## config.mk

```make
export PLATFORM = sky130hd
export DESIGN_NAME = fcs_append
export DESIGN_NICKNAME = d
export VERILOG_FILES = /design/src/rtl/eth_tx_pkg.sv /design/src/rtl/crc32_dibit_step.sv /design/src/rtl/fcs_append.sv
export SDC_FILE = /design/constraint.sdc
export NUM_CORES = 1
export LEC_CHECK = 0
export CAP_MARGIN = 20
export CORE_AREA = 3 3 85 87
export CTS_BUF_LIST = sky130_fd_sc_hd__clkbuf_16
export DETAILED_ROUTE_END_ITERATION = 8
export DIE_AREA = 0 0 88 90
export PLACE_DENSITY = 0.68
export SLEW_MARGIN = 20
export SYNTH_ARGS = -nofsm -noshare
export SYNTH_HDL_FRONTEND = slang
export SYNTH_SLANG_ARGS = --single-unit
```

## constraint.sdc

```tcl
create_clock -name clk -period 3.2 [get_ports clk]
set_input_delay 0.32 -clock clk [delete_from_list [all_inputs] [get_ports clk]]
set_output_delay 0.32 -clock clk [all_outputs]
set_load 0.03 [all_outputs]
```

## src/rtl/eth_tx_pkg.sv

```systemverilog
// Shared definitions for the transmit framer: CRC constants, framing
// lengths and the framer state encoding.
// The PAD state exists only when FCS_APPEND_PAD_EN is defined.
package eth_tx_pkg;

  localparam logic [31:0] ETH_CRC_POLY    = 32'hEDB8_8320;
  localparam logic [31:0] ETH_CRC_INIT    = 32'hFFFF_FFFF;
  localparam int          PREAMBLE_DIBITS = 32;
  localparam int          FCS_DIBITS      = 16;

  typedef enum logic [2:0] {
    S_IDLE = 3'd0,
    S_PRE  = 3'd1,
    S_DATA = 3'd2,
`ifdef FCS_APPEND_PAD_EN
    S_PAD  = 3'd3,
`endif
    S_FCS  = 3'd4,
    S_IFG  = 3'd5
  } tx_state_t;

endpackage

```

## src/rtl/crc32_dibit_step.sv

```systemverilog
// Combinational reflected CRC-32 update for one dibit, bit0 shifted in first.
module crc32_dibit_step
  import eth_tx_pkg::*;
(
  input  logic [31:0] crc,
  input  logic [1:0]  dibit,
  output logic [31:0] crc_next
);

  logic [31:0] c;
  logic        fb;

  // Two serial LFSR shifts, LSB of the dibit first.
  always_comb begin
    c  = crc;
    fb = 1'b0;
    for (int i = 0; i < 2; i++) begin
      fb = c[0] ^ dibit[i];
      c  = c >> 1;
      if (fb) c = c ^ ETH_CRC_POLY;
    end
    crc_next = c;
  end

endmodule

```

## src/rtl/fcs_append.sv

```systemverilog
// Transmit framer for the 2-bit RMII stream: preamble+SFD, payload with
// on-the-fly CRC-32, 32-bit FCS, then inter-frame gap.
// Optional minimum-length zero padding: define FCS_APPEND_PAD_EN.
//
// state | meaning
// IDLE  | waiting for axiiv
// PRE   | 28x 01, then 01 01 01 11 (SFD); ready on the last one
// DATA  | forwarding payload and folding it into the CRC
// PAD   | zero dibits up to the minimum length (optional)
// FCS   | 16 dibits of ~crc, LSB first
// IFG   | IFG_DIBITS idle cycles
//
// axiov/axiod are registered from the next-state decision, so the dibit
// shown during a given PRE/FCS cycle was chosen one cycle earlier.  That
// lets the dibit accepted on the last PRE cycle follow the SFD directly.
module fcs_append
  import eth_tx_pkg::*;
#(
  parameter int IFG_DIBITS = 48
`ifdef FCS_APPEND_PAD_EN
  ,
  parameter int MIN_PAYLOAD_DIBITS = 240
`endif
) (
  input  logic       clk,
  input  logic       rst,
  input  logic       axiiv,
  input  logic [1:0] axiid,
  output logic       axiir,
  output logic       axiov,
  output logic [1:0] axiod
);

  localparam logic [7:0] PRE_LAST = 8'(PREAMBLE_DIBITS - 1);
  localparam logic [7:0] FCS_LAST = 8'(FCS_DIBITS - 1);
  localparam logic [7:0] IFG_LAST = 8'(IFG_DIBITS - 1);

  tx_state_t   state, state_n;
  logic [7:0]  cnt, cnt_n;
  logic [31:0] crc, crc_n, crc_step, fcs_word;
  logic [1:0]  step_din, od_n;
  logic [3:0]  fidx;
  logic        ov_n, start, end_payload, to_fcs;
`ifdef FCS_APPEND_PAD_EN
  localparam logic [7:0] MIN_LEN = 8'(MIN_PAYLOAD_DIBITS);
  logic [7:0]  pcnt, pcnt_n;
`endif

  // Pad dibits (DATA with axiiv low, or PAD) fold in as zeros.
  assign step_din = (axiiv && (state == S_PRE || state == S_DATA)) ? axiid : 2'b00;
  assign fcs_word = ~crc;
  assign fidx     = cnt[3:0] + 4'd1;

  crc32_dibit_step u_step (
    .crc      (crc),
    .dibit    (step_din),
    .crc_next (crc_step)
  );

  // State, counters, CRC and registered TX outputs.
  always_ff @(posedge clk or negedge rst) begin
    if (!rst) begin
      state <= S_IDLE;
      cnt   <= 8'd0;
      crc   <= ETH_CRC_INIT;
      axiov <= 1'b0;
      axiod <= 2'b00;
`ifdef FCS_APPEND_PAD_EN
      pcnt  <= 8'd0;
`endif
    end else begin
      state <= state_n;
      cnt   <= cnt_n;
      crc   <= crc_n;
      axiov <= ov_n;
      axiod <= od_n;
`ifdef FCS_APPEND_PAD_EN
      pcnt  <= pcnt_n;
`endif
    end
  end

  // Next-state, ready and next output dibit.
  always_comb begin
    state_n     = state;
    cnt_n       = cnt;
    crc_n       = crc;
    ov_n        = 1'b0;
    od_n        = 2'b00;
    axiir       = 1'b0;
    start       = 1'b0;
    end_payload = 1'b0;
    to_fcs      = 1'b0;
`ifdef FCS_APPEND_PAD_EN
    pcnt_n      = pcnt;
`endif
    case (state)
      S_IDLE: start = axiiv;
      S_PRE: begin
        ov_n = 1'b1;
        if (cnt == PRE_LAST) begin
          axiir = 1'b1;
          if (axiiv) begin
            state_n = S_DATA;
            od_n    = axiid;
            crc_n   = crc_step;
`ifdef FCS_APPEND_PAD_EN
            pcnt_n  = (pcnt == 8'hFF) ? pcnt : pcnt + 8'd1;
`endif
          end else begin
            end_payload = 1'b1;
          end
        end else begin
          cnt_n = cnt + 8'd1;
          od_n  = (cnt == PRE_LAST - 8'd1) ? 2'b11 : 2'b01;
        end
      end
      S_DATA: begin
        axiir = 1'b1;
        ov_n  = 1'b1;
        if (axiiv) begin
          od_n   = axiid;
          crc_n  = crc_step;
`ifdef FCS_APPEND_PAD_EN
          pcnt_n = (pcnt == 8'hFF) ? pcnt : pcnt + 8'd1;
`endif
        end else begin
          end_payload = 1'b1;
        end
      end
`ifdef FCS_APPEND_PAD_EN
      S_PAD: begin
        ov_n = 1'b1;
        if (pcnt == MIN_LEN) begin
          to_fcs = 1'b1;
        end else begin
          od_n   = 2'b00;
          crc_n  = crc_step;
          pcnt_n = pcnt + 8'd1;
        end
      end
`endif
      S_FCS: begin
        if (cnt == FCS_LAST) begin
          state_n = S_IFG;
          cnt_n   = 8'd0;
        end else begin
          ov_n  = 1'b1;
          cnt_n = cnt + 8'd1;
          od_n  = fcs_word[{fidx, 1'b0} +: 2];
        end
      end
      S_IFG: begin
        // The IDLE decision is taken on the last gap cycle so a waiting
        // source sees exactly IFG_DIBITS idle cycles.
        if (cnt == IFG_LAST) begin
          if (axiiv) start = 1'b1;
          else       state_n = S_IDLE;
        end else begin
          cnt_n = cnt + 8'd1;
        end
      end
      default: state_n = S_IDLE;
    endcase

    if (end_payload) begin
`ifdef FCS_APPEND_PAD_EN
      if (pcnt < MIN_LEN) begin
        state_n = S_PAD;
        ov_n    = 1'b1;
        od_n    = 2'b00;
        crc_n   = crc_step;
        pcnt_n  = pcnt + 8'd1;
      end else begin
        to_fcs = 1'b1;
      end
`else
      to_fcs = 1'b1;
`endif
    end

    if (to_fcs) begin
      state_n = S_FCS;
      cnt_n   = 8'd0;
      ov_n    = 1'b1;
      od_n    = fcs_word[1:0];
    end

    if (start) begin
      state_n = S_PRE;
      cnt_n   = 8'd0;
      crc_n   = ETH_CRC_INIT;
      ov_n    = 1'b1;
      od_n    = 2'b01;
`ifdef FCS_APPEND_PAD_EN
      pcnt_n  = 8'd0;
`endif
    end
  end

endmodule

```

==> reports/qor.txt <==
Outcome -> finished, final reports clean
Final-stage net count -> 288
Clock power frac -> 25.4%
Drt via density -> 6.050
Clock slew at reported path FFs -> 0.07 ns
CP required -> 2.88 ns
Maxcap violations -> 0
DRC Markers -> 0
Critical Path Sink -> axiir
Most frequent cells in the layout -> nand2_1 (34), dfstp_2 (32), nor2_1 (25)
Vias in the first global route -> 2161
GPL Wtd Cong -> 0.8863
Layout cell share with drive strength beyond 1 -> 24.11%
Cell chain of the critical path -> ha_1 > nor4b_4 > buf_4 > a31oi_1 > nor2_1 > clkdlybuf4s50_1
Seq/Total Area, Yosys -> 40.72%
Tot GR Track Use -> 17.01%
Final WS setup -> 0.4880 ns
H-tree Lvls -> 2
Final setup fails -> 0
Inserted Diodes -> 0
Initial DRC count -> 135
Gate power share -> 38.8%
Die height -> 90 um
Async SR Flop Fraction -> 100.0%
Reg2reg end -> cnt[5]
Sequential share of power -> 35.8%
Syn nets -> 286
Clock root buffer -> clkbuf_16
Lkg Pwr -> 1.186 nW
Hold buffers post-CTS -> 0
Synth warnings -> 0
Buf+Inv Stages, Crit Path -> 2
Final hold vios -> 0
Slew @ Worst Pin -> 0.9919 ns
Worst vdd ir -> 260.8 uV
PwrDens -> 648.6 nW/um^2
Later-pin clock latency in the skew report -> 0.29 ns
Fin. max-slew vios -> 0
Clock Sinks -> 46
CTS resizes -> 0
Crit path launch -> cnt[1]
Number of synthesized flops with an enable pin -> 0
Routed Antenna Nets -> 0
Max Freq -> 0.3687 GHz
Initial antenna violation count -> 0
Critical path's largest stage delay -> 0.68 ns
Syn Area/Cell -> 10.48 um^2
Avg WL per Cell -> 17.28 um
Commonest non-fill, non-tap cell in the layout -> nand2_1
Top FF cell, synth -> dfstp_2
Total CTS buffers -> 5
Core area -> 6422 um^2
Setup crit end kind -> primary output
Levels on crit path -> 6
Full die area -> 7920 um^2
Placed Area -> 3033 um^2
Fin area -> 3196 um^2
Postcts setup bufs -> 0
Crit path max fanout -> 8
Switching share of power -> 38.26%
Row count -> 29
Yosys reg bits -> 46
I/O pins -> 9
Cell at the slowest stage of the critical path -> clkdlybuf4s50_1
Reg2reg start -> cnt[1]
Switching pwr -> 0.0007930 W
Critical setup path kind -> flip-flop to primary output
Die width -> 88 um
Synthesized netlist cell count -> 279
Largest net degree at the start of global routing -> 47
Unrepaired setup endpoints after global routing -> no
Worst slew margin -> 33.55%
Via count -> 2172
Post-Route WL -> 6205 um
Clock skew -> 0.009377 ns
Delay-heaviest family, CP -> buffers and inverters
Starting Density -> 45.55%
Yosys cell types -> 54
Utilization after layout -> 49.76%
DR pass1 iterations -> 4
Fin crit share -> 84.75%
Worst slack, placed -> 0.5953 ns
Clk buf depth -> 2
Hold WC Path Type -> input port to async pin
Worst Path Arrival -> 2.39 ns
Post-DP HPWL -> 4080 um
Worst reg-to-reg path cell count -> 6
# port buffers -> 8
CTS tree -> done
Fin Setup TNS -> 0 ns
Int Power -> 0.001280 W
First-pass GRT wire length -> 10960 um
GR Overflow Total -> 0
Worst R2R Setup Slack -> 0.63 ns
Synth-to-Final Area Change -> 9.238%
Synth Cell Area -> 2925 um^2
Type of origin of the critical path -> flip-flop
Crit path time final -> 2.712 ns
[Yosys cell counts (all sizes together), types with 6 or more instances]
cell,instances,area [um^2]
nand2,34,127.6
dfstp,32,840.8
nor2,25,93.84
o21ai,22,110.1
a2bb2oi,20,181.4
xnor2,18,165.2
dfrtp,14,350.3
buf,11,82.58
clkbuf,10,41.29
mux4,10,225.2
nand3,7,35.03
xnor3,6,135.1
[layout make-up]
| type | count | area, um^2 |
|---|---|---|
| clock buffers | 5 | 125.1 |
| clock inverters | 3 | 23.77 |
| fillers | 584 | 3227 |
| inverters | 6 | 27.53 |
| multi-input cells | 206 | 1590 |
| flip-flops and latches | 46 | 1191 |
| well taps | 77 | 96.34 |
| repair buffers | 16 | 141.4 |
[through the flow]
| step | total power, W | hold WS, ns | std cells |
|---|---|---|---|
| after floorplan | 0.001333 | 0.02441 | 279 |
| after CTS | 0.002079 | 0.2350 | 358 |
| after global routing | 0.002196 | 0.05701 | 359 |
| after global placement | 0.001546 | 0.4493 | 350 |
| after detailed placement | 0.001547 | 0.4552 | 350 |
| final | 0.002073 | 0.01539 | 359 |
[state kept, by name, summed over array words and instances (netlist names)]
signal,cells
cnt,8
axiov,1
state,3
crc,32
axiod,2
[power groups by stage]
stage                     Sequential [W]  Clock, W  Combinational, W
after floorplan                 0.000707         0          0.000626
after global placement          0.000746         0          0.000799
after detailed placement        0.000747         0          0.000800
after CTS                       0.000739  0.000537          0.000803
after global routing            0.000753  0.000559          0.000884
final                           0.000742  0.000526          0.000805
[layer usage]
metal  GRT usage [%]  wire length, um
met3           3.199              315
met5               0                0
met1           26.03             3006
met2           24.18             2785
met4           4.987               97
[worst reg2reg max path, cell delays in order, from the launching register on]
cell,delay [ns]
dfrtp_1,0.41
ha_1,0.33
and4b_1,0.35
nand3_1,0.15
o311ai_0,0.77
o21bai_1,0.29
o211ai_1,0.15
[worst min path at each step]
| stage | startpoint | endpoint | slack, ns | cells past startpoint |
|---|---|---|---|---|
| after floorplan | rst | axiod[0] | 0.02 | 0 |
| after global placement | crc[2] | crc[0] | 0.45 | 2 |
| after detailed placement | crc[4] | crc[2] | 0.46 | 2 |
| after CTS | rst | axiod[0] | 0.24 | 1 |
| after global routing | rst | axiov | 0.06 | 1 |
| final | rst | axiod[0] | 0.02 | 1 |
[logic make-up after synthesis]
kind of cell	after synthesis	share of synthesized area, %
adder cells (fa/ha/maj)	2	0.8553
flip-flops	46	40.72
AND/OR/NAND/NOR	95	16.51
XOR/XNOR	27	11.16
multiplexers	12	8.383
AO/OA/AOI/OAI	70	17.19
buffers and inverters	27	5.176
(Power assumes the default switching activity.)
